### src/rtl/fft_frame_scheduler.sv
// fft_frame_scheduler: sequences the FFT core (config, input framing, in-flight limit, output bin tagging)
// Ports:
//   clk, aresetn                     clock, asynchronous active-low reset
//   in_tvalid/in_tready/in_tdata     windowed sample stream from the Hamming window stage
//   fft_cfg_tdata/tvalid/tready      one-shot forward-transform config word
//   fft_in_tdata/tvalid/tready/tlast framed FFT input stream ({32'h0, sample})
//   fft_out_tvalid/fft_out_tlast     FFT output beat qualifiers
//   bin_index/bin_keep/bin_last      output bin tag, keep flag for bins 0..NFFT/2, last kept bin
//   frame_done                       one-cycle pulse after each output tlast beat
//   frames_in_flight                 frames accepted into the FFT but not yet fully output
//   err_tlast                        sticky output tlast/count mismatch
module fft_frame_scheduler #(
    parameter int          NFFT         = 512,
    parameter int          LOG2_NFFT    = 9,
    parameter logic [15:0] CFG_WORD     = 16'h0001,
    parameter int          MAX_INFLIGHT = 2
) (
    input  logic                 clk,
    input  logic                 aresetn,
    input  logic                 in_tvalid,
    output logic                 in_tready,
    input  logic [31:0]          in_tdata,
    output logic [15:0]          fft_cfg_tdata,
    output logic                 fft_cfg_tvalid,
    input  logic                 fft_cfg_tready,
    output logic [63:0]          fft_in_tdata,
    output logic                 fft_in_tvalid,
    input  logic                 fft_in_tready,
    output logic                 fft_in_tlast,
    input  logic                 fft_out_tvalid,
    input  logic                 fft_out_tlast,
    output logic [LOG2_NFFT-1:0] bin_index,
    output logic                 bin_keep,
    output logic                 bin_last,
    output logic                 frame_done,
    output logic [1:0]           frames_in_flight,
    output logic                 err_tlast
);
    localparam logic [LOG2_NFFT-1:0] LAST_IDX = LOG2_NFFT'(NFFT - 1);
    localparam logic [LOG2_NFFT-1:0] HALF_IDX = LOG2_NFFT'(NFFT / 2);
    localparam logic [LOG2_NFFT-1:0] ONE      = LOG2_NFFT'(1);
    localparam logic [1:0]           MAX_F    = 2'(MAX_INFLIGHT);

    typedef enum logic [1:0] {S_CFG, S_LOAD, S_HOLD} state_t;

    state_t               state;
    logic [LOG2_NFFT-1:0] in_cnt;
    logic [LOG2_NFFT-1:0] out_cnt;
    logic                 accept;
    logic                 frame_accept;
    logic                 out_end;

    // single output register stage: a new sample may enter whenever the slot is empty or draining
    assign in_tready     = (state == S_LOAD) && (!fft_in_tvalid || fft_in_tready);
    assign accept        = in_tvalid && in_tready;
    assign frame_accept  = accept && (in_cnt == LAST_IDX);
    assign out_end       = fft_out_tvalid && fft_out_tlast;
    assign fft_cfg_tdata = CFG_WORD;
    assign bin_index     = out_cnt;
    assign bin_keep      = fft_out_tvalid && (out_cnt <= HALF_IDX);
    assign bin_last      = bin_keep && (out_cnt == HALF_IDX);

    always_ff @(posedge clk or negedge aresetn) begin
        if (!aresetn) begin
            state            <= S_CFG;
            in_cnt           <= '0;
            out_cnt          <= '0;
            fft_cfg_tvalid   <= 1'b0;
            fft_in_tdata     <= '0;
            fft_in_tvalid    <= 1'b0;
            fft_in_tlast     <= 1'b0;
            frame_done       <= 1'b0;
            frames_in_flight <= 2'd0;
            err_tlast        <= 1'b0;
        end else begin
            frame_done <= out_end;
            if (fft_out_tvalid)
                out_cnt <= fft_out_tlast ? '0 : out_cnt + ONE;
            if (fft_out_tvalid && (fft_out_tlast != (out_cnt == LAST_IDX)))
                err_tlast <= 1'b1;
            if (accept) begin
                fft_in_tdata  <= {32'h0, in_tdata};
                fft_in_tvalid <= 1'b1;
                fft_in_tlast  <= (in_cnt == LAST_IDX);
                in_cnt        <= in_cnt + ONE;
            end else if (fft_in_tready) begin
                fft_in_tvalid <= 1'b0;
                fft_in_tlast  <= 1'b0;
            end
            // a frame entering and a frame leaving in the same cycle cancel out
            if (frame_accept && !out_end)
                frames_in_flight <= frames_in_flight + 2'd1;
            else if (out_end && !frame_accept) begin
                if (frames_in_flight == 2'd0)
                    err_tlast <= 1'b1;
                else
                    frames_in_flight <= frames_in_flight - 2'd1;
            end
            case (state)
                S_CFG: begin
                    if (fft_cfg_tvalid && fft_cfg_tready) begin
                        fft_cfg_tvalid <= 1'b0;
                        state          <= S_LOAD;
                    end else
                        fft_cfg_tvalid <= 1'b1;
                end
                S_LOAD: begin
                    if (frame_accept && !out_end && (frames_in_flight + 2'd1 == MAX_F))
                        state <= S_HOLD;
                end
                S_HOLD: begin
                    if (frames_in_flight < MAX_F)
                        state <= S_LOAD;
                end
                default: state <= S_CFG;
            endcase
        end
    end
endmodule

### config.mk
export PLATFORM = sky130hd
export DESIGN_NAME = fft_frame_scheduler
export DESIGN_NICKNAME = d
export VERILOG_FILES = /design/src/rtl/fft_frame_scheduler.sv
export SDC_FILE = /design/constraint.sdc
export NUM_CORES = 1
export LEC_CHECK = 0
export ABC_CLOCK_PERIOD_IN_PS = 3000
export BUFFER_PORTS_ARGS = -buffer_cell sky130_fd_sc_hd__buf_2
export CAP_MARGIN = 20
export CELL_PAD_IN_SITES_DETAIL_PLACEMENT = 0
export CELL_PAD_IN_SITES_GLOBAL_PLACEMENT = 1
export CORE_AREA = 8 8 100 102
export CTS_CLUSTER_DIAMETER = 150
export DETAILED_ROUTE_END_ITERATION = 8
export DIE_AREA = 0 0 108 110
export GPL_TIMING_DRIVEN = 1
export PLACE_DENSITY_LB_ADDON = 0.15
export SETUP_SLACK_MARGIN = 0.3
export SYNTH_ARGS = -nofsm -noshare
export SYNTH_HDL_FRONTEND = slang
export SYNTH_SLANG_ARGS = --single-unit
export TNS_END_PERCENT = 20
### constraint.sdc
create_clock -name clk -period 3 [get_ports clk]
set_input_delay 0.3 -clock clk [delete_from_list [all_inputs] [get_ports clk]]
set_output_delay 0.3 -clock clk [all_outputs]
set_load 0.01 [all_outputs]
# After elaboration in Yosys (flattened, before gate mapping)
# Index checks and enable logic that the tools add are counted.
[op_classes] addsub=4 n_lt_le_gt_ge=2 eq_ne=11 n_mux=16 n_reduce_logical=21
[ops] operator="$eq 9x9->1 const B" n=3
[ops] operator="$add 9x1->9 const B" n=2
[ops] operator="$mux 2" n=6
[ops] operator="$logic_and 1x1->1" n=11
[ops] operator="$le 9x9->1 const B" n=1
[ops] operator="$mux 9" n=1
[ops] operator="$mux 1" n=8
[ops] operator="$ne 2x2->1 const B" n=3
[ops] operator="$pmux 2 s3" n=1
[ops] operator="$eq 2x2->1 const B" n=2
[ops] operator="$logic_not 2->1" n=2
[ops] operator="$reduce_bool 2->1" n=2
[ops] operator="$logic_not 1->1" n=3
[ops] operator="$reduce_and 3->1" n=1
[ops] operator="$add 2x1->2 const B" n=1
[ops] operator="$eq 2x1->1 const B" n=1
[ops] operator="$lt 2x2->1 const B" n=1
[ops] operator="$ne 2x1->1 const B" n=1
[ops] operator="$reduce_and 2->1" n=1
[ops] operator="$sub 2x1->2 const B" n=1
[ops] operator="$logic_or 1x1->1" n=1
[ops] operator="$ne 1x1->1" n=1
[word_totals] register_bits=59 in_bits=39 out_inout_bits=99 word_cells=64

# Longest topological paths before layout
[logic_depth] ltp_word=9 ltp_mapped=10 depth_no_buf=10

# Worst setup path after synthesis
# OpenSTA, ideal clock, no wires.
[synth_path] kind="flip-flop to flip-flop" from="register state[1]" to="register err_tlast" setup_ps=126 arrival_ps=1620 required_ps=2874 slack_ps=1254 path_stages_with_launch=9 n_path_buf=1 period_less_slack_ps=1746 path_cell_list="dfrtp_1 and2b_4 and3_1 buf_6 nand2_1 inv_1 ha_1 nor2b_1 a221o_1"
[synth_between] elab_chain_len=8 elab_cells_between_ends=9 classes_between="eq/ne (1); mux (2); reduce/logical (6)"
[synth_lines] item="from (decl)" line="46" rtl="state_t state;"
[synth_lines] item="from (signal assigned)" line="65" rtl="state <= S_CFG;"
[synth_lines] item="from (signal assigned)" line="103" rtl="state <= S_LOAD;"
[synth_lines] item="from (signal assigned)" line="109" rtl="state <= S_HOLD;"
[synth_lines] item="$eq 2x1->1 (*)" line="54" rtl="assign in_tready = (state == S_LOAD) && (!fft_in_tvalid || fft_in_tready);"
[synth_lines] item="$logic_and 1x1->1 (*)" line="54"
[synth_lines] item="$logic_and 1x1->1 (*)" line="55" rtl="assign accept = in_tvalid && in_tready;"
[synth_lines] item="$logic_and 1x1->1 (*)" line="56" rtl="assign frame_accept = accept && (in_cnt == LAST_IDX);"
[synth_lines] item="net frame_accept" line="50" rtl="logic frame_accept;"
[synth_lines] item="$logic_not 1->1" line="93" rtl="else if (out_end && !frame_accept) begin"
[synth_lines] item="$logic_and 1x1->1" line="93"
[synth_lines] item="$mux 1" line="93"
[synth_lines] item="$mux 1 (*)" line="91" rtl="if (frame_accept && !out_end)"
[synth_lines] item="to (signal assigned)" line="74" rtl="err_tlast <= 1'b0;"
[synth_lines] item="to (signal assigned)" line="80" rtl="err_tlast <= 1'b1;"
[synth_lines] item="to (signal assigned)" line="95" rtl="err_tlast <= 1'b1;"
[synth_lines] item="to (decl)" line="37" rtl="output logic err_tlast"
# Mark *: on every way through the listed nets, which the timed path passes. The rest lies on a longest branch.
# A chain may end at the register's enable or synchronous reset.

# Worst setup path after layout
[layout_path] from="register state[1]" to="register in_cnt[6]"
[layout_between] elab_chain_len=3
[layout_lines] item="$eq 2x1->1" line="54"
[layout_lines] item="$logic_and 1x1->1" line="54"
[layout_lines] item="$logic_and 1x1->1" line="55"
[layout_lines] item="to (signal assigned)" line="85" rtl="in_cnt <= in_cnt + ONE;"
[layout_lines] item="to (decl)" line="47" rtl="logic [LOG2_NFFT-1:0] in_cnt;"
# No other way between the ends.

==> impl_metrics.ini <==
[power]
pwr-share-comb_pct = 32.3
power_frac_clock_pct = 26.4
ir_worst_vdd_v = 0.000325
p_int_w = 0.00198
p_sw_share_pct = 35.5
power.density_nw_per_um2 = 866
p_switching_w = 0.00109
p_leak_nw = 2.01
pwr-share-seq_pct = 41.3

[floorplanning]
core_um2 = 8470
die_area_um2 = 11900
die_h_um = 110
initial_core_util_pct = 35.0
num_rows = 34
io_pins = 138
die_width_um = 108

[sta]
min_period_ns = 1.98
slew_headroom_pct = 43.0
setup_tns_ns = 0
finalSetupViolCount = 0
rsz0062_at_grt = false
worstMarginPinSlew_ns = 0.854
setup_ws_ns = 1.02
fin_crit_sh_pct = 66.0
fin_skew_ns = 0.00616
slew_viol_final = 0
fmax_mhz = 505
hold_violations = 0

[placement]
dp_slack_ns = 1.00
dp_hpwl_mm = 5.18
numPortBuffers = 89
placed_cell_area_um2 = 3310
place_congestion = 0.700

[finish]
drive_gt1_share_pct = 27.2
nets = 462
design_area_um2 = 3540
fill_cells = 898
antenna_cells = 0
multi_input_area_um2 = 1200
seq_area_um2 = 1480
area_growth_pct = 19.6

[global_route]
grt_usage_pct = 11.6
grt_pass1_wl_mm = 11.0
grt_max_degree = 39
grt_util_met1_pct = 13.5
grt-busiest-layer = met2
antenna_found_initial = 0
grt_use_met2_pct = 18.6
grt_use_met3_pct = 4.53
grt_overflow = 0
grt_pass1_vias = 2327

[detailed_routing]
drt-wirelength-per-cell_um = 13.2
drt_wl_total_mm = 6.93
viasPerCell = 4.16
first_pass_iters = 4
vias = 2192
drtAntennaViolNets = 0
post-route-drc-count = 0
drtIter0Drc = 64

[setup_path]
crit_start = state[1]
critPathKind = reg2reg
r2r-start = state[1]
worstPathMaxFanout = 38
worstPathRequired_ns = 3.24
worstPathArrival_ns = 2.22
end_kind = flop
start_kind = flop

[synth]
synth_cells = 321
yosysUniqueCellTypes = 34
synth_area_um2 = 2960
yosysSeqAreaShare_pct = 49.8
yosys_warnings = 0
syn_avg_cell_area_um2 = 9.23
synth_seq_cells = 59

[cts]
cts_sinks = 59
ctsHoldBuffers = 1
clkTransAtPathRegs_ns = 0.07
cts_tree = done
clk_path_buf_depth = 2
post_cts_buffers = 0
numCtsBuffers = 9
ctsHtreeMaxLevel = 3
post_cts_resized = 0
clk_latency_ns = 0.32
cts_root_buf = clkbuf_8

[run_status]
status = complete, no violations

[worst_hold_path]
min_from = in_tdata[11]
hp-class = in2reg

[flow_run]
cap_violations = 0
==> cell type report <==
type / count / area share (%)
Tap cell: 108 / 3.81
Multi-Input combinational cell: 243 / 33.8
Clock buffer: 11 / 4.27
Inverter: 8 / 0.847
Sequential cell: 59 / 41.7
Clock inverter: 5 / 2.12
Timing Repair Buffer: 93 / 13.5
==> flip-flops by register name, indices dropped and copies added, names as in the netlist <==
| name | flops |
|---|---|
| fft_in_tdata | 32 |
| bin_index | 9 |
| in_cnt | 9 |
| frames_in_flight | 2 |
| state | 2 |
| err_tlast | 1 |
| fft_cfg_tvalid | 1 |
| fft_in_tlast | 1 |
| fft_in_tvalid | 1 |
| frame_done | 1 |
==> critical path, stage by stage, from the launching register on <==
cell and delay, ns:
dfrtp_1 0.43, and2b_4 0.28, nand3_2 0.65, nor3_2 0.35, xor2_1 0.18
==> per-stage QoR <==
step	hold slack [ns]	util (%)	cells	total power, W
after CTS	0.141	41.9	527	0.00313
after detailed placement	0.297	39.1	510	0.00230
after global placement	0.294	39.1	510	0.00229
after floorplan	0.00441	-	367	0.00194
final	0.165	41.9	527	0.00307
after global routing	0.153	41.9	527	0.00332
==> Yosys cell counts <==
master     number  area [um2]
nand3b_1        3        22.5
nand2b_1        2        12.5
o22ai_1         3        18.8
clkbuf_1        2        7.51
nor2_1         12        45.0
nor3_1          2        10.0
nor4_1          2        12.5
a221o_1         1        10.0
ha_1            9         113
or3_1           2        12.5
o21a_1          1        7.51
buf_2           2        10.0
conb_1          2        7.51
and2b_4         1        10.0
a21boi_0        1        7.51
xnor2_1         4        35.0
o2bb2ai_1       1        8.76
xor2_1          7        61.3
xnor2_2         1        16.3
nor2b_1         2        12.5
nand2_1       115         432
nor3_2          1        10.0
mux2_2          1        11.3
nand3_1         6        30.0
dfrtp_1        59        1480
nand4_4         1        21.3
inv_1           8        30.0
buf_4          49         368
nand4_1         5        31.3
a21oi_1         4        20.0
and3_1          2        12.5
o21ai_0         5        25.0
nand3_2         1        10.0
buf_6           4        45.0
==> path summary, 6_finish.rpt <==
| path | endpoint | slack, ns | cells past startpoint |
|---|---|---|---|
| max | in_cnt[6] | 1.02 | 4 |
| min | fft_in_tdata[11] | 0.17 | 3 |
| max reg2reg | in_cnt[6] | 1.02 | 4 |
| min reg2reg | in_cnt[7] | 0.47 | 1 |
| max in group asynchronous | fft_in_tdata[28] | 1.88 | 3 |
| min in group asynchronous | frames_in_flight[0] | 0.47 | 2 |
==> power by group through the flow <==
stage                     clock network [W]  registers (W)  logic [W]
after global routing               0.000870        0.00132    0.00113
after detailed placement                  0        0.00128    0.00102
after global placement                    0        0.00129    0.00100
after floorplan                           0        0.00138   0.000565
final                              0.000810        0.00127   0.000991
after CTS                          0.000841        0.00127    0.00102
==> cell usage in the layout, fill, tap and decap left out, types with 2 or more instances in the layout <==
| cell | instances |
|---|---|
| nand2_1 | 115 |
| and3_1 | 2 |
| nand2b_1 | 2 |
| nand4_1 | 5 |
| inv_1 | 8 |
| conb_1 | 48 |
| buf_2 | 89 |
| clkinv_2 | 3 |
| nor2_1 | 12 |
| xnor2_1 | 4 |
| buf_4 | 3 |
| xor2_1 | 7 |
| nand3_1 | 6 |
| nor3_1 | 2 |
| nand3b_1 | 3 |
| bufinv_16 | 2 |
| clkbuf_8 | 11 |
| or3_1 | 2 |
| nor4_1 | 2 |
| nor2b_1 | 2 |
| o22ai_1 | 3 |
| ha_1 | 9 |
| dfrtp_1 | 59 |
| o21ai_0 | 5 |
| a21oi_1 | 4 |
==> per-layer routing <==
layer  routed length (um)  share of wire, %
met1                 3010                43
met2                 3200                46
met3                  657               9.5
met4                   67              0.97
met5                    0                 0
==> logic make-up after synthesis <==
logic type | count (synthesis) | synth area share, %
simple gates | 157 | 23.1
buf+inv | 65 | 15.5
flops | 59 | 49.8
compound gates | 16 | 3.29
xor+xnor | 12 | 3.80
fa+ha+maj | 9 | 3.80
other cells | 2 | 0.253
mux | 1 | 0.380
Power figures use the tool's default switching activity.
